File: config.mk
export PLATFORM = sky130hd
export DESIGN_NAME = viterbi_frame_sequencer
export DESIGN_NICKNAME = d
export VERILOG_FILES = /design/src/rtl/viterbi_seq_pkg.sv /design/src/rtl/viterbi_frame_sequencer_delay.sv /design/src/rtl/viterbi_frame_sequencer.sv
export SDC_FILE = /design/constraint.sdc
export NUM_CORES = 1
export LEC_CHECK = 0
export ABC_CLOCK_PERIOD_IN_PS = 2050
export CAP_MARGIN = 0
export CORE_AREA = 2 2 98 100
export CTS_CLUSTER_SIZE = 30
export DETAILED_ROUTE_END_ITERATION = 10
export DIE_AREA = 0 0 100 102
export PLACE_DENSITY = 0.75
export SLEW_MARGIN = 20
export SYNTH_ARGS = -nofsm -noshare
export SYNTH_HDL_FRONTEND = slang
export SYNTH_SLANG_ARGS = --single-unit
File: constraint.sdc
create_clock -name clk -period 2.05 [get_ports clk]
set_clock_uncertainty 0.1 [all_clocks]
set_input_delay 0.41 -clock clk [delete_from_list [all_inputs] [get_ports clk]]
set_output_delay 0.41 -clock clk [all_outputs]
set_load 0.05 [all_outputs]
File: src/rtl/viterbi_seq_pkg.sv
// Shared types and constants for the Viterbi frame sequencer.
// LFSR step helper lives here so the bench-free RTL files stay small.
package viterbi_seq_pkg;

  typedef enum logic [2:0] {
    IDLE,
    PAYLOAD,
    TAIL,
    DRAIN,
    DONE
  } seq_state_t;

  localparam logic [15:0] LFSR_TAPS    = 16'hB400;
  localparam logic [15:0] DEFAULT_SEED = 16'hACE1;

  // Mask bit i is x^(i+1); in a right-shifting Fibonacci register
  // that term sits at bit 15-i.
  function automatic logic [15:0] lfsr_step(input logic [15:0] v);
    logic fb;
    fb = 1'b0;
    for (int i = 0; i < 16; i++) begin
      if (LFSR_TAPS[i]) fb = fb ^ v[15-i];
    end
    return {fb, v[15:1]};
  endfunction

endpackage

File: src/rtl/viterbi_frame_sequencer_delay.sv
// Reference pipe: {is_payload, bit} delayed DEPTH cycles.
// Cleared by synchronous reset, shifts every cycle.
module seq_delay_line #(
  parameter int DEPTH = 20
) (
  input  logic       clk,
  input  logic       rst,
  input  logic [1:0] d_i,
  output logic [1:0] q_o
);

  logic [1:0] pipe_q [DEPTH];

  always_ff @(posedge clk) begin
    if (rst) begin
      for (int i = 0; i < DEPTH; i++) pipe_q[i] <= 2'b00;
    end else begin
      pipe_q[0] <= d_i;
      for (int i = 1; i < DEPTH; i++) pipe_q[i] <= pipe_q[i-1];
    end
  end

  assign q_o = pipe_q[DEPTH-1];

endmodule

File: src/rtl/viterbi_frame_sequencer.sv
// Frame controller: LFSR payload + zero tail into the encoder,
// then scores decoder output against a delayed payload copy.
module viterbi_frame_sequencer
  import viterbi_seq_pkg::*;
#(
  parameter int FRAME_LEN   = 256,
  parameter int TAIL_LEN    = 2,
  parameter int DEC_LATENCY = 20,
  parameter int CNT_W       = 16
) (
  input  logic             clk,
  input  logic             rst,
  input  logic             start_i,
  input  logic [15:0]      seed_i,
  output logic             enc_bit_o,
  output logic             enc_en_o,
  input  logic             dec_bit_i,
  output logic             busy_o,
  output logic             done_o,
  output logic [CNT_W-1:0] err_cnt_o,
  output logic [CNT_W-1:0] bit_cnt_o,
  output logic             frame_pass_o
);

  localparam int MAX_A = (FRAME_LEN > TAIL_LEN) ? FRAME_LEN : TAIL_LEN;
  localparam int MAX_P = (MAX_A > DEC_LATENCY) ? MAX_A : DEC_LATENCY;
  localparam int PW    = $clog2(MAX_P + 1);

  localparam logic [PW-1:0] PAY_LAST = PW'(FRAME_LEN - 1);
  localparam logic [PW-1:0] TAIL_LAST =
    PW'((TAIL_LEN > 0) ? TAIL_LEN - 1 : 0);
  localparam logic [PW-1:0] DRN_LAST = PW'(DEC_LATENCY - 1);

  seq_state_t       state_q, state_d;
  logic [PW-1:0]    phase_q, phase_d;
  logic [15:0]      lfsr_q, lfsr_d;
  logic             enc_bit_q, enc_bit_d;
  logic             enc_en_q, enc_en_d;
  logic             busy_q, busy_d;
  logic             done_q, done_d;
  logic             pass_q, pass_d;
  logic [CNT_W-1:0] err_q, err_d;
  logic [CNT_W-1:0] bit_q, bit_d;
  logic [1:0]       ref_in, ref_out;

  assign ref_in = {state_q == PAYLOAD, enc_bit_q};

  seq_delay_line #(
    .DEPTH(DEC_LATENCY)
  ) u_ref (
    .clk(clk),
    .rst(rst),
    .d_i(ref_in),
    .q_o(ref_out)
  );

  always_comb begin
    state_d = state_q;
    phase_d = phase_q;
    lfsr_d  = lfsr_q;
    err_d   = err_q;
    bit_d   = bit_q;
    pass_d  = pass_q;

    if (ref_out[1]) begin
      if (bit_q != '1) bit_d = bit_q + 1'b1;
      if ((dec_bit_i ^ ref_out[0]) && err_q != '1)
        err_d = err_q + 1'b1;
    end

    unique case (state_q)
      IDLE: begin
        if (start_i) begin
          state_d = PAYLOAD;
          phase_d = PAY_LAST;
          lfsr_d  = (seed_i == 16'h0) ? DEFAULT_SEED : seed_i;
          err_d   = '0;
          bit_d   = '0;
          pass_d  = 1'b0;
        end
      end
      PAYLOAD: begin
        if (phase_q == '0) begin
          state_d = (TAIL_LEN > 0) ? TAIL : DRAIN;
          phase_d = (TAIL_LEN > 0) ? TAIL_LAST : DRN_LAST;
        end else begin
          phase_d = phase_q - 1'b1;
          lfsr_d  = lfsr_step(lfsr_q);
        end
      end
      TAIL: begin
        if (phase_q == '0) begin
          state_d = DRAIN;
          phase_d = DRN_LAST;
        end else begin
          phase_d = phase_q - 1'b1;
        end
      end
      DRAIN: begin
        if (phase_q == '0) begin
          state_d = DONE;
          phase_d = '0;
        end else begin
          phase_d = phase_q - 1'b1;
        end
      end
      DONE: begin
        state_d = IDLE;
        phase_d = '0;
      end
      default: begin
        state_d = IDLE;
        phase_d = '0;
      end
    endcase

    enc_en_d  = (state_d == PAYLOAD) || (state_d == TAIL);
    enc_bit_d = (state_d == PAYLOAD) && lfsr_d[0];
    busy_d    = (state_d != IDLE);
    done_d    = (state_d == DONE);
    if (state_d == DONE) pass_d = (err_d == '0);
  end

  always_ff @(posedge clk) begin
    if (rst) begin
      state_q   <= IDLE;
      phase_q   <= '0;
      lfsr_q    <= '0;
      enc_bit_q <= 1'b0;
      enc_en_q  <= 1'b0;
      busy_q    <= 1'b0;
      done_q    <= 1'b0;
      pass_q    <= 1'b0;
      err_q     <= '0;
      bit_q     <= '0;
    end else begin
      state_q   <= state_d;
      phase_q   <= phase_d;
      lfsr_q    <= lfsr_d;
      enc_bit_q <= enc_bit_d;
      enc_en_q  <= enc_en_d;
      busy_q    <= busy_d;
      done_q    <= done_d;
      pass_q    <= pass_d;
      err_q     <= err_d;
      bit_q     <= bit_d;
    end
  end

  assign enc_bit_o    = enc_bit_q;
  assign enc_en_o     = enc_en_q;
  assign busy_o       = busy_q;
  assign done_o       = done_q;
  assign frame_pass_o = pass_q;
  assign err_cnt_o    = err_q;
  assign bit_cnt_o    = bit_q;

endmodule
# == Yosys cells after proc, flatten, opt, wreduce, memory -nomap -nowiden ==
# Memory sizes are Yosys's and may differ from the RTL's.
# Cells that the tools add are included.
# op_classes
add_sub_neg,3
n_eq_ne,10
muxes,54
n_bitwise,24
n_reduce_logical,13
# ops
cell,count
two-way mux 16 bit,11
two-way mux 2 bit,20
two-way mux 9 bit,4
one-hot mux 9 bit (4 select lines),1
"adder 16 x 1 -> 16 bit, second input constant",2
logical NOT 16 bit,2
"inequality test 16 bit, second input constant",2
one-hot mux 16 bit (2 select lines),1
bitwise OR 1 bit,20
two-way mux 1 bit,12
two-way mux 3 bit,4
one-hot mux 3 bit (4 select lines),1
"== test 3 x 2 -> 1 bit, second input constant",3
logical NOT 9 bit,1
"subtractor 9 x 1 -> 9 bit, second input constant",1
"== test 3 x 1 -> 1 bit, second input constant",2
nonzero test 2 bit,3
"inequality test 2 bit, second input constant",2
bitwise XOR 1 bit,4
"== test 3 bit, second input constant",1
logical NOT 3 bit,1
AND reduction 3 bit,1
nonzero test 3 bit,1
logical AND 1 bit,2
2 further kinds,2
# word_totals
reg_bits,65
ramBits,40
inputBits,20
out_inout_bits,37
word_cells,116
n_memories,1
# memory_table
memory,depth,width,rd,rd_clocked_by_memory_dff,write_ports,line,text
u_ref.pipe_q,20,2,20,0,20,viterbi_frame_sequencer_delay.sv:12,logic [1:0] pipe_q [DEPTH];

# == Longest topological paths before layout ==
# Gate-level depths: netlist of run 1.
# depth
depth_word,13
ltp_mapped,9
depth_no_buf,7

# == Hierarchy ==
# From an unflattened synthesis of run 1, not the netlist that was laid out.
# unflattened
cells_unflattened,483
hier_area_um2,4416.7
# modules_own_cells
module,n_inst,cells_per_inst,area_per_inst_um2,seq_area_each_um2
viterbi_frame_sequencer,1,397,3245.6,1301.2
seq_delay_line,1,86,1171.1,800.8

# == Worst setup path after synthesis of run 1 ==
# Ideal clock, no wire load.
# synth_timing
path_kind,flip-flop to flip-flop
startpoint,register err_q[0] (netlist: err_cnt_o[0])
endpoint,register pass_q (netlist: frame_pass_o)
setup_time_ns,0.122
t_arrival_ns,2.228
t_required_ns,1.828
slack_ns,-0.400
path_stages_with_launch,8
n_path_buf,0
period_less_slack_ns,2.450
path_cell_list,dfxtp_1 > ha_1 > and3_2 > nand4_2 > or4_2 > o211ai_1 > a2111o_1 > o21ai_1
# synth_between
elab_chain_cells,8
elab_cells_between_ends,9
cone_classes,add/sub: 1; eq/ne: 1; mux: 5; reduce/logical: 2
# synth_lines
item,line,text
start: declaration,viterbi_frame_sequencer.sv:42,"logic [CNT_W-1:0] err_q, err_d;"
start signal: assignment,viterbi_frame_sequencer.sv:145,err_q <= err_d;
"parallel branches: the longest is 3 deep, another holds adder 16 x 1 -> 16 bit",--,
two-way mux 16 bit (*),viterbi_frame_sequencer.sv:65,if (ref_out[1]) begin
two-way mux 16 bit,viterbi_frame_sequencer.sv:73,if (start_i) begin
two-way mux 16 bit (*),viterbi_frame_sequencer.sv:71,unique case (state_q)
logical NOT 16 bit (*),viterbi_frame_sequencer.sv:121,if (state_d == DONE) pass_d = (err_d == '0);
two-way mux 1 bit (*),viterbi_frame_sequencer.sv:121,
end signal: assignment,viterbi_frame_sequencer.sv:144,pass_q <= pass_d;
end: declaration,viterbi_frame_sequencer.sv:41,"logic pass_q, pass_d;"
# Mark *: on every way between the ends.
# A chain may end at the register's enable or synchronous reset.

# == Worst setup path after layout of run 1 ==
# Same ends and word-level chain as after synthesis.

==> results of run 1 <==
[state kept, by name (all words and copies together), names as in the netlist]
register      count
phase_q           9
state_q           3
frame_pass_o      1
done_o            1
enc_en_o          1
bit_cnt_o        16
lfsr_q           16
u_ref.pipe_q     40
busy_o            1
enc_bit_o         1
err_cnt_o        16
[layout make-up]
type | instances | area, um2
fillers | 775 | 3350
clock buffers | 9 | 124
repair buffers | 117 | 980
flip-flops and latches | 105 | 2160
multi-input cells | 357 | 2250
clock inverters | 7 | 68.8
well taps | 111 | 139
inverters | 10 | 37.5
[cell families after synthesis]
group	synth area share
mux	0.0118
fa+ha+maj	0.0112
buf+inv	0.0429
compound gates	0.122
xor+xnor	0.0566
flops	0.471
simple gates	0.285
[what timing repair did]
action,in CTS,in global routing
resized for setup,23,15
endpoints found under the setup margin,26,13
pin swaps,1,4
setup buffers,1,5
gates cloned,0,0
[power by group]
part	switching [mW]	internal [mW]	total [mW]
Sequential	0.0397	2.09	2.13
Clock	0.770	0.481	1.25
Combinational	0.291	0.256	0.547
Total	1.10	2.83	3.93
[layout by cell type, fill, tap and decap left out, types with 14 or more instances in the layout]
| cell | count |
|---|---|
| buf_4 | 72 |
| nor2_1 | 63 |
| a21oi_1 | 20 |
| nor2b_1 | 40 |
| dlygate4sd2_1 | 21 |
| clkdlybuf4s50_1 | 17 |
| nand2_1 | 41 |
| dfxtp_1 | 80 |
| a31oi_1 | 14 |
| dfxtp_2 | 14 |
| xnor2_1 | 16 |
| o21ai_0 | 14 |
[routing by layer]
layer / routed length [um] / GRT usage / share of wire
met3: 419 / 0.0513 / 0.043
met1: 4330 / 0.243 / 0.44
met2: 4960 / 0.350 / 0.50
met5: 0 / 0 / 0
met4: 120 / 0.0706 / 0.012
[final timing paths]
| check | cells after the start | from | end | slack [ns] |
|---|---|---|---|---|
| max | 7 | err_cnt_o[0] | frame_pass_o | 0.02 |
| min | 1 | u_ref.pipe_q[0][29] | u_ref.pipe_q[0][31] | 0.33 |
| max reg2reg | 7 | err_cnt_o[0] | frame_pass_o | 0.02 |
| min reg2reg | 1 | u_ref.pipe_q[0][29] | u_ref.pipe_q[0][31] | 0.33 |
==> summary.md, run 1 <==
| Metric | Value |
|---|---|
| Hold WS | `0.330 ns` |
| Initial DRT Pass Iterations | `5` |
| Die span in y | `102 um` |
| Setup crit end kind | `flop` |
| Slew Viols, Final | `0` |
| Post-synth EDFFs | `0` |
| Initial antenna violation count | `0` |
| Power per cell area | `682 nW/um2` |
| Ports | `57` |
| First-pass GRT wire length | `16.7 mm` |
| Final hold violations | `0` |
| Num CTS Buffers | `9` |
| FP Rows | `35` |
| # DRC | `0` |
| Placed Area | `5480 um2` |
| Synth area leaders | `dfxtp_1, nor2b_1, nor2_1` |
| RSZ-0062 raised after global routing | `true` |
| Final setup fails | `0` |
| Mapped cell area | `4470 um2` |
| Remaining antenna violation count after routing | `0` |
| Leakage | `2.32 nW` |
| Min-Delay Path Class | `flop to flop` |
| Iter 0 DRT Violations | `164` |
| # hold bufs at CTS | `0` |
| Diode count | `0` |
| Post-Synthesis Cells | `499` |
| Crit-path cells | `ha_4, and3_4, nand4_4, or4_2, o211ai_1, a2111o_1, o21ai_1` |
| Worst-path fanout max | `5` |
| Synth Warn # | `0` |
| GPL Wtd Cong | `0.852` |
| Synth Flop Type | `dfxtp_1` |
| Post-layout util | `0.632` |
| Max incr delay on CP | `0.59 ns` |
| Vias in the first global route | `3701` |
| Layout cells sized above 1 | `0.245` |
| Crit path launch type | `flop` |
| CP delay by family, top | `simple AND/OR/NAND/NOR gates` |
| Clock insertion delay at the later pin of the skew report | `0.37 ns` |
| Tcrit/Tclk final | `0.991` |
| Placed cells | `694` |
| Fmax achieved | `0.492 GHz` |
| Via-to-Cell Ratio | `5.46` |
| Largest net degree at the start of global routing | `34` |
| Top cell type's share of synthesized area | `0.471` |
| H-tree depth | `3` |
| Worst path slowest cell | `or4_2` |
| Synthesis-to-layout area growth | `28.9%` |
| Pwr Total | `3.93 mW` |
| Most frequent cell after synthesis | `dfxtp_1` |
| Seq/Total Area, Yosys | `0.471` |
| #FFs+latches synth | `105` |
| Post-synth top cells | `dfxtp_1, nor2_1, nand2_1` |
| CTS root buffer | `clkbuf_8` |
| Core ar. | `9110 um2` |
| WP buf/inv | `0` |
| DIE WIDTH | `100 um` |
| Post-synthesis async set-or-reset flop share | `0` |
| Dpl ws | `-0.617 ns` |
| Critical Path AT | `2.20 ns` |
| Count of different cell masters after synthesis | `61` |
| Starting Density | `0.490` |
| CTS Sinks | `105` |
| Maximum VDD drop | `475 uV` |
| Vias | `3911` |
| Wire per inst | `13.7 um` |
| GRT Util Overall | `0.201` |
| Synthesized area per cell | `8.95 um2` |
| # port buffers | `56` |
| Die area | `10200 um2` |
| Buffer depth of the longest clock path | `2` |
| Max-Slew Margin vs Limit | `0.662` |
| Nets | `624` |
| Setup TNS | `0 ns` |
| Total global routing overflow | `0` |
| Drt total wl | `9.83 mm` |
| Final min period | `2.03 ns` |
| Run status | `completed` |
| CTS tree | `built` |
| Final instance count without filler cells | `716` |
| Worst slew pin tran | `0.506 ns` |
| Reg clk slew, reported paths | `0.11 ns` |
| Post-synth top area cell | `dfxtp_1` |
| Crit Path Category | `flop to flop` |
| Post-Syn Nets | `523` |
| Post-route cell area | `5760 um2` |
| Fin worst setup slack | `0.0175 ns` |
| DP Wirelength | `6.96 mm` |
| Required time of the critical path | `2.22 ns` |
| Max_cap viols | `0` |
Note: power is estimated with default switching activity, not from simulation.
==> inputs of run 2 (changes only) <==
SKIP_LAST_GASP = 1   (was default)
==> summary.md, run 2 (synthesis gave the netlist of run 1 again) <==
| Metric | Value |
|---|---|
| Worst R2R End | `frame_pass_o` |
| Reg clk slew, reported paths | `0.11 ns (about the same)` |
| GR met3 Demand/Resource | `0.0513 (unchanged)` |
| Most common cell after layout, fill and taps aside | `dfxtp_1` |
| Die area | `10200 um2 (unchanged)` |
| Core ar. | `9110 um2 (unchanged)` |
| Worst slew pin tran | `0.506 ns (unchanged)` |
| CP delay by family, top | `simple AND/OR/NAND/NOR gates` |
| Slew Viols, Final | `0 (unchanged)` |
| Min-Delay Path Class | `flop to flop` |
| Final instance count without filler cells | `716 (unchanged)` |
| Final min period | `2.02 ns (-0.00787 ns)` |
| Max incr delay on CP | `0.59 ns (about the same)` |
| # port buffers | `56 (unchanged)` |
| Num CTS Buffers | `9 (unchanged)` |
| Final setup fails | `0 (unchanged)` |
| First-pass GRT wire length | `16.7 mm (unchanged)` |
| FP Rows | `35 (unchanged)` |
| Worst reg2reg path depth | `7 (unchanged)` |
| DP Wirelength | `6.96 mm (unchanged)` |
| Pwr Total | `3.93 mW (about the same)` |
| Leakage | `2.32 nW (about the same)` |
| Fmax achieved | `0.494 GHz (+0.39%)` |
| Worst Min Path Start | `u_ref.pipe_q[0][29]` |
| Iter 0 DRT Violations | `148 (-9.8%)` |
| Max_cap viols | `0 (unchanged)` |
| Reg with most FFs | `u_ref.pipe_q` |
| Final hold violations | `0 (unchanged)` |
| Register area | `2160 um2 (unchanged)` |
| WP buf/inv | `0 (unchanged)` |
| Post-route cell area | `5750 um2 (about the same)` |
| Starting Density | `0.490 (unchanged)` |
| Setup crit end kind | `flop` |
| Run status | `completed` |
| Maximum VDD drop | `471 uV (-0.81%)` |
| Largest register FFs | `40 (unchanged)` |
| Hold WS | `0.332 ns (+0.00112 ns)` |
| H-tree depth | `3 (unchanged)` |
| RR Startpoint | `err_cnt_o[0]` |
| # fillers | `776 (+0.13%)` |
| Hold Path Cell Cnt | `1 (unchanged)` |
| Placed Area | `5480 um2 (unchanged)` |
| Worst path slowest cell | `or4_2` |
| GPL Wtd Cong | `0.852 (unchanged)` |
| Max-Slew Margin vs Limit | `0.662 (unchanged)` |
| CTS tree | `built` |
| Synthesis-to-layout area growth | `28.8% (about the same)` |
| Reg2Reg Setup Slack | `0.03 ns (about the same)` |
| Critical Path AT | `2.19 ns (about the same)` |
| Largest net degree at the start of global routing | `34 (unchanged)` |
| Hold path endpoint | `u_ref.pipe_q[0][31]` |
| Clock insertion delay at the later pin of the skew report | `0.37 ns (about the same)` |
| Crit-path cells | `ha_4, and3_4, nand4_4, or4_2, o211ai_1, a2111o_1, o21ai_1` |
| Drt total wl | `9.85 mm (+0.16%)` |
| CTS Sinks | `105 (unchanged)` |
| Diode count | `0 (unchanged)` |
| Post-layout util | `0.632 (about the same)` |
| DIE WIDTH | `100 um (unchanged)` |
| Wire per inst | `13.8 um (+0.16%)` |
| Vias in the first global route | `3701 (unchanged)` |
| Grt met1 use | `0.243 (unchanged)` |
| GRT Util Overall | `0.201 (unchanged)` |
| Initial DRT Pass Iterations | `5 (unchanged)` |
| Power per cell area | `682 nW/um2 (about the same)` |
| Placed cells | `694 (unchanged)` |
| GRT busiest layer | `met2` |
| CTS root buffer | `clkbuf_8` |
| # DRC | `0 (unchanged)` |
| Required time of the critical path | `2.22 ns (about the same)` |
| # hold bufs at CTS | `0 (unchanged)` |
| Crit Path Category | `flop to flop` |
| RSZ-0062 raised after global routing | `true` |
| Met2 Use GR | `0.350 (unchanged)` |
| Buffer depth of the longest clock path | `2 (unchanged)` |
| Multi-input gate area | `2250 um2 (unchanged)` |
| Nets | `624 (unchanged)` |
| Die span in y | `102 um (unchanged)` |
| Crit path launch type | `flop` |
| Most frequent cells in the layout | `dfxtp_1, buf_4, nor2_1` |
| Via-to-Cell Ratio | `5.47 (+0.13%)` |
| Layout cells sized above 1 | `0.245 (unchanged)` |
| Remaining antenna violation count after routing | `0 (unchanged)` |
| Worst-path fanout max | `5 (unchanged)` |
| Ports | `57 (unchanged)` |
| Total global routing overflow | `0 (unchanged)` |
| Initial antenna violation count | `0 (unchanged)` |
| Tcrit/Tclk final | `0.988 (-0.00384)` |
| Vias | `3916 (+0.13%)` |
## run 2: stage by stage
step                TNS [ns]  setup WS (ns)
floorplan            -0.0258        -0.0258
global placement       -7.11         -0.540
detailed placement     -8.62         -0.617
CTS                        0        0.00287
global route         -0.0985        -0.0554
finish                     0         0.0254
## run 2: final cells by class
class | count | area share
Clock inverter | 7 | 0.0120
Inverter | 10 | 0.00652
Timing Repair Buffer | 117 | 0.170
Tap cell | 111 | 0.0241
Multi-Input combinational cell | 357 | 0.391
Sequential cell | 105 | 0.376
Clock buffer | 9 | 0.0215
## run 2: routing by layer
metal	vias up	part of all wire
li1	1966	-
met1	1841	0.43
met2	98	0.51
met3	11	0.046
met4	0	0.012
met5	-	0
## run 2: power by group
part	internal [mW]	switching (mW)	total (mW)
Clock	0.481	0.768	1.25
Sequential	2.09	0.0403	2.13
Combinational	0.256	0.290	0.546
Total	2.83	1.10	3.93
## run 2: timing repair
| item | CTS | global route |
|---|---|---|
| setup buffers | 1 | 5 |
| pin swaps | 1 | 4 |
| gates resized for setup | 23 | 14 |
| endpoints found under the setup margin | 26 | 13 |
| hold endpoints to repair | 0 | 0 |
## run 2: worst max-delay path by stage
stage | start | to | slack (ns) | cells after the start
6_report | err_cnt_o[0] | frame_pass_o | 0.03 | 7
5_1_grt | phase_q[7] | enc_bit_o | -0.06 | 7
4_1_cts | phase_q[4] | busy_o | 0.003 | 7
3_5_place_dp | dec_bit_i | frame_pass_o | -0.62 | 7
3_3_place_gp | dec_bit_i | frame_pass_o | -0.54 | 7
2_1_floorplan | err_cnt_o[4] | frame_pass_o | -0.03 | 9
==> inputs of run 3 (changes only) <==
RECOVER_POWER = 100   (was default)
==> summary.md, run 3 (synthesis gave the netlist of run 1 again) <==
| Metric | Value |
|---|---|
| Run status | `completed` |
| Total global routing overflow | `0 (unchanged)` |
| Final instance count without filler cells | `716 (unchanged)` |
| Drt total wl | `9.84 mm (about the same)` |
| Crit path launch type | `flop` |
| Crit-path cells | `ha_4, and3_4, nand4_4, or4_2, o211ai_1, a2111o_1, o21ai_1` |
| Num CTS Buffers | `9 (unchanged)` |
| Most common cell after layout, fill and taps aside | `dfxtp_1` |
| CTS root buffer | `clkbuf_8` |
| Starting Density | `0.490 (unchanged)` |
| Vias | `3900 (-0.41%)` |
| Tcrit/Tclk final | `0.988 (about the same)` |
| Critical Path AT | `2.19 ns (about the same)` |
| Leakage | `2.29 nW (-1.3%)` |
| DP Wirelength | `6.96 mm (unchanged)` |
| Power per cell area | `684 nW/um2 (+0.30%)` |
| Crit Path Category | `flop to flop` |
| Worst slew pin tran | `1.10 ns (+0.590 ns)` |
| Max_cap viols | `0 (unchanged)` |
| Most frequent cells in the layout | `dfxtp_1, buf_4, nor2_1` |
| Sw Share | `0.280 (-0.000280)` |
| Setup crit end kind | `flop` |
| Buffer depth of the longest clock path | `2 (unchanged)` |
| CTS tree | `built` |
| CP delay by family, top | `simple AND/OR/NAND/NOR gates` |
| Pint | `2.82 mW (-0.12%)` |
| Final hold violations | `0 (unchanged)` |
| Pwr Total | `3.92 mW (-0.15%)` |
| # port buffers | `56 (unchanged)` |
| Clock power share | `0.318 (about the same)` |
| H-tree depth | `3 (unchanged)` |
| First-pass GRT wire length | `16.7 mm (unchanged)` |
| Largest register FFs | `40 (unchanged)` |
| CTS Sinks | `105 (unchanged)` |
| Worst-path fanout max | `5 (unchanged)` |
| Maximum VDD drop | `473 uV (+0.36%)` |
| # hold bufs at CTS | `0 (unchanged)` |
| Layout cells sized above 1 | `0.231 (-0.0132)` |
| Max-Slew Margin vs Limit | `0.270 (-0.393)` |
| Final setup fails | `0 (unchanged)` |
| GRT Util Overall | `0.201 (unchanged)` |
| GPL Wtd Cong | `0.852 (unchanged)` |
| Wire per inst | `13.7 um (about the same)` |
| Logic pwr share | `0.138 (about the same)` |
| # fillers | `784 (+1.0%)` |
| FP Rows | `35 (unchanged)` |
| Initial DRT Pass Iterations | `4 (-1)` |
| Clock insertion delay at the later pin of the skew report | `0.37 ns (about the same)` |
| Required time of the critical path | `2.22 ns (about the same)` |
| Remaining antenna violation count after routing | `0 (unchanged)` |
| Core ar. | `9110 um2 (unchanged)` |
| Reg with most FFs | `u_ref.pipe_q` |
| Die area | `10200 um2 (unchanged)` |
| Max incr delay on CP | `0.59 ns (about the same)` |
| Diode count | `0 (unchanged)` |
| Nets | `624 (unchanged)` |
| Die span in y | `102 um (unchanged)` |
| RSZ-0062 raised after global routing | `true` |
| WP buf/inv | `0 (unchanged)` |
| Fmax achieved | `0.494 GHz (about the same)` |
| # DRC | `0 (unchanged)` |
| Via-to-Cell Ratio | `5.45 (-0.41%)` |
| Ports | `57 (unchanged)` |
| Iter 0 DRT Violations | `139 (-6.1%)` |
| Placed cells | `694 (unchanged)` |
| Slew Viols, Final | `0 (unchanged)` |
| Initial antenna violation count | `0 (unchanged)` |
| Net Switching | `1.10 mW (-0.25%)` |
| Final min period | `2.02 ns (-0.0000757 ns)` |
| Min-Delay Path Class | `flop to flop` |
| Synthesis-to-layout area growth | `28.2%` |
| DIE WIDTH | `100 um (unchanged)` |
| Vias in the first global route | `3701 (unchanged)` |
| Worst path slowest cell | `or4_2` |
| Reg clk slew, reported paths | `0.11 ns (about the same)` |
| Largest net degree at the start of global routing | `34 (unchanged)` |
| Share of total power in sequential cells | `0.543 (about the same)` |
## run 3: metrics by stage
step / setup slack, ns / TNS [ns] / hold WS (ns) / cell area, um2 / util
4_1_cts: 0.00287 / 0 / 0.332 / 5670 / 0.623
3_5_place_dp: -0.617 / -8.62 / 0.322 / 5480 / 0.602
6_report: 0.0255 / 0 / 0.332 / 5730 / 0.629
5_1_grt: -0.0560 / -0.115 / 0.356 / 5730 / 0.629
3_3_place_gp: -0.540 / -7.11 / 0.319 / 5480 / 0.602
2_1_floorplan: -0.0258 / -0.0258 / 0.314 / 4550 / -
## run 3: layout make-up
type | instances | area [um2] | area share
Clock buffer | 9 | 124 | 0.0216
Clock inverter | 7 | 68.8 | 0.0120
Inverter | 10 | 37.5 | 0.00655
Multi-Input combinational cell | 357 | 2250 | 0.392
Sequential cell | 105 | 2160 | 0.377
Tap cell | 111 | 139 | 0.0243
Timing Repair Buffer | 117 | 950 | 0.166
## run 3: path summary, 6_finish.rpt
check                           depth (start not counted)  slack, ns                start                  end
worst max-delay path                                    7       0.03         err_cnt_o[0]         frame_pass_o
worst max register to register                          7       0.03         err_cnt_o[0]         frame_pass_o
worst min register to register                          1       0.33  u_ref.pipe_q[0][29]  u_ref.pipe_q[0][31]
worst min-delay path                                    1       0.33  u_ref.pipe_q[0][29]  u_ref.pipe_q[0][31]
## run 3: worst reg2reg max path: stages, from the launching register on
cell,delay (ns)
dfxtp_4,0.40
ha_4,0.15
and3_4,0.24
nand4_4,0.14
or4_2,0.59
o211ai_1,0.12
a2111o_1,0.14
o21ai_1,0.05
## run 3: power by group through the flow
stage	combinational [mW]	clock, mW	sequential [mW]
floorplan	0.277	0	2.19
CTS	0.534	1.30	2.13
global placement	0.514	0	2.17
finish	0.543	1.25	2.13
global route	0.600	1.38	2.14
detailed placement	0.526	0	2.17
## run 3: timing repair
item	4_1_cts	5_1_grt
setup buffers	1	5
pin swaps	1	4
resized for setup	23	14
setup endpoints to repair	26	13
## run 3: per-layer routing
metal	wire length [um]	GRT usage	vias up	part of all wire
li1	-	-	1968	-
met1	4350	0.243	1831	0.44
met2	4940	0.350	90	0.50
met3	423	0.0513	11	0.043
met4	120	0.0706	0	0.012
met5	0	0	-	0
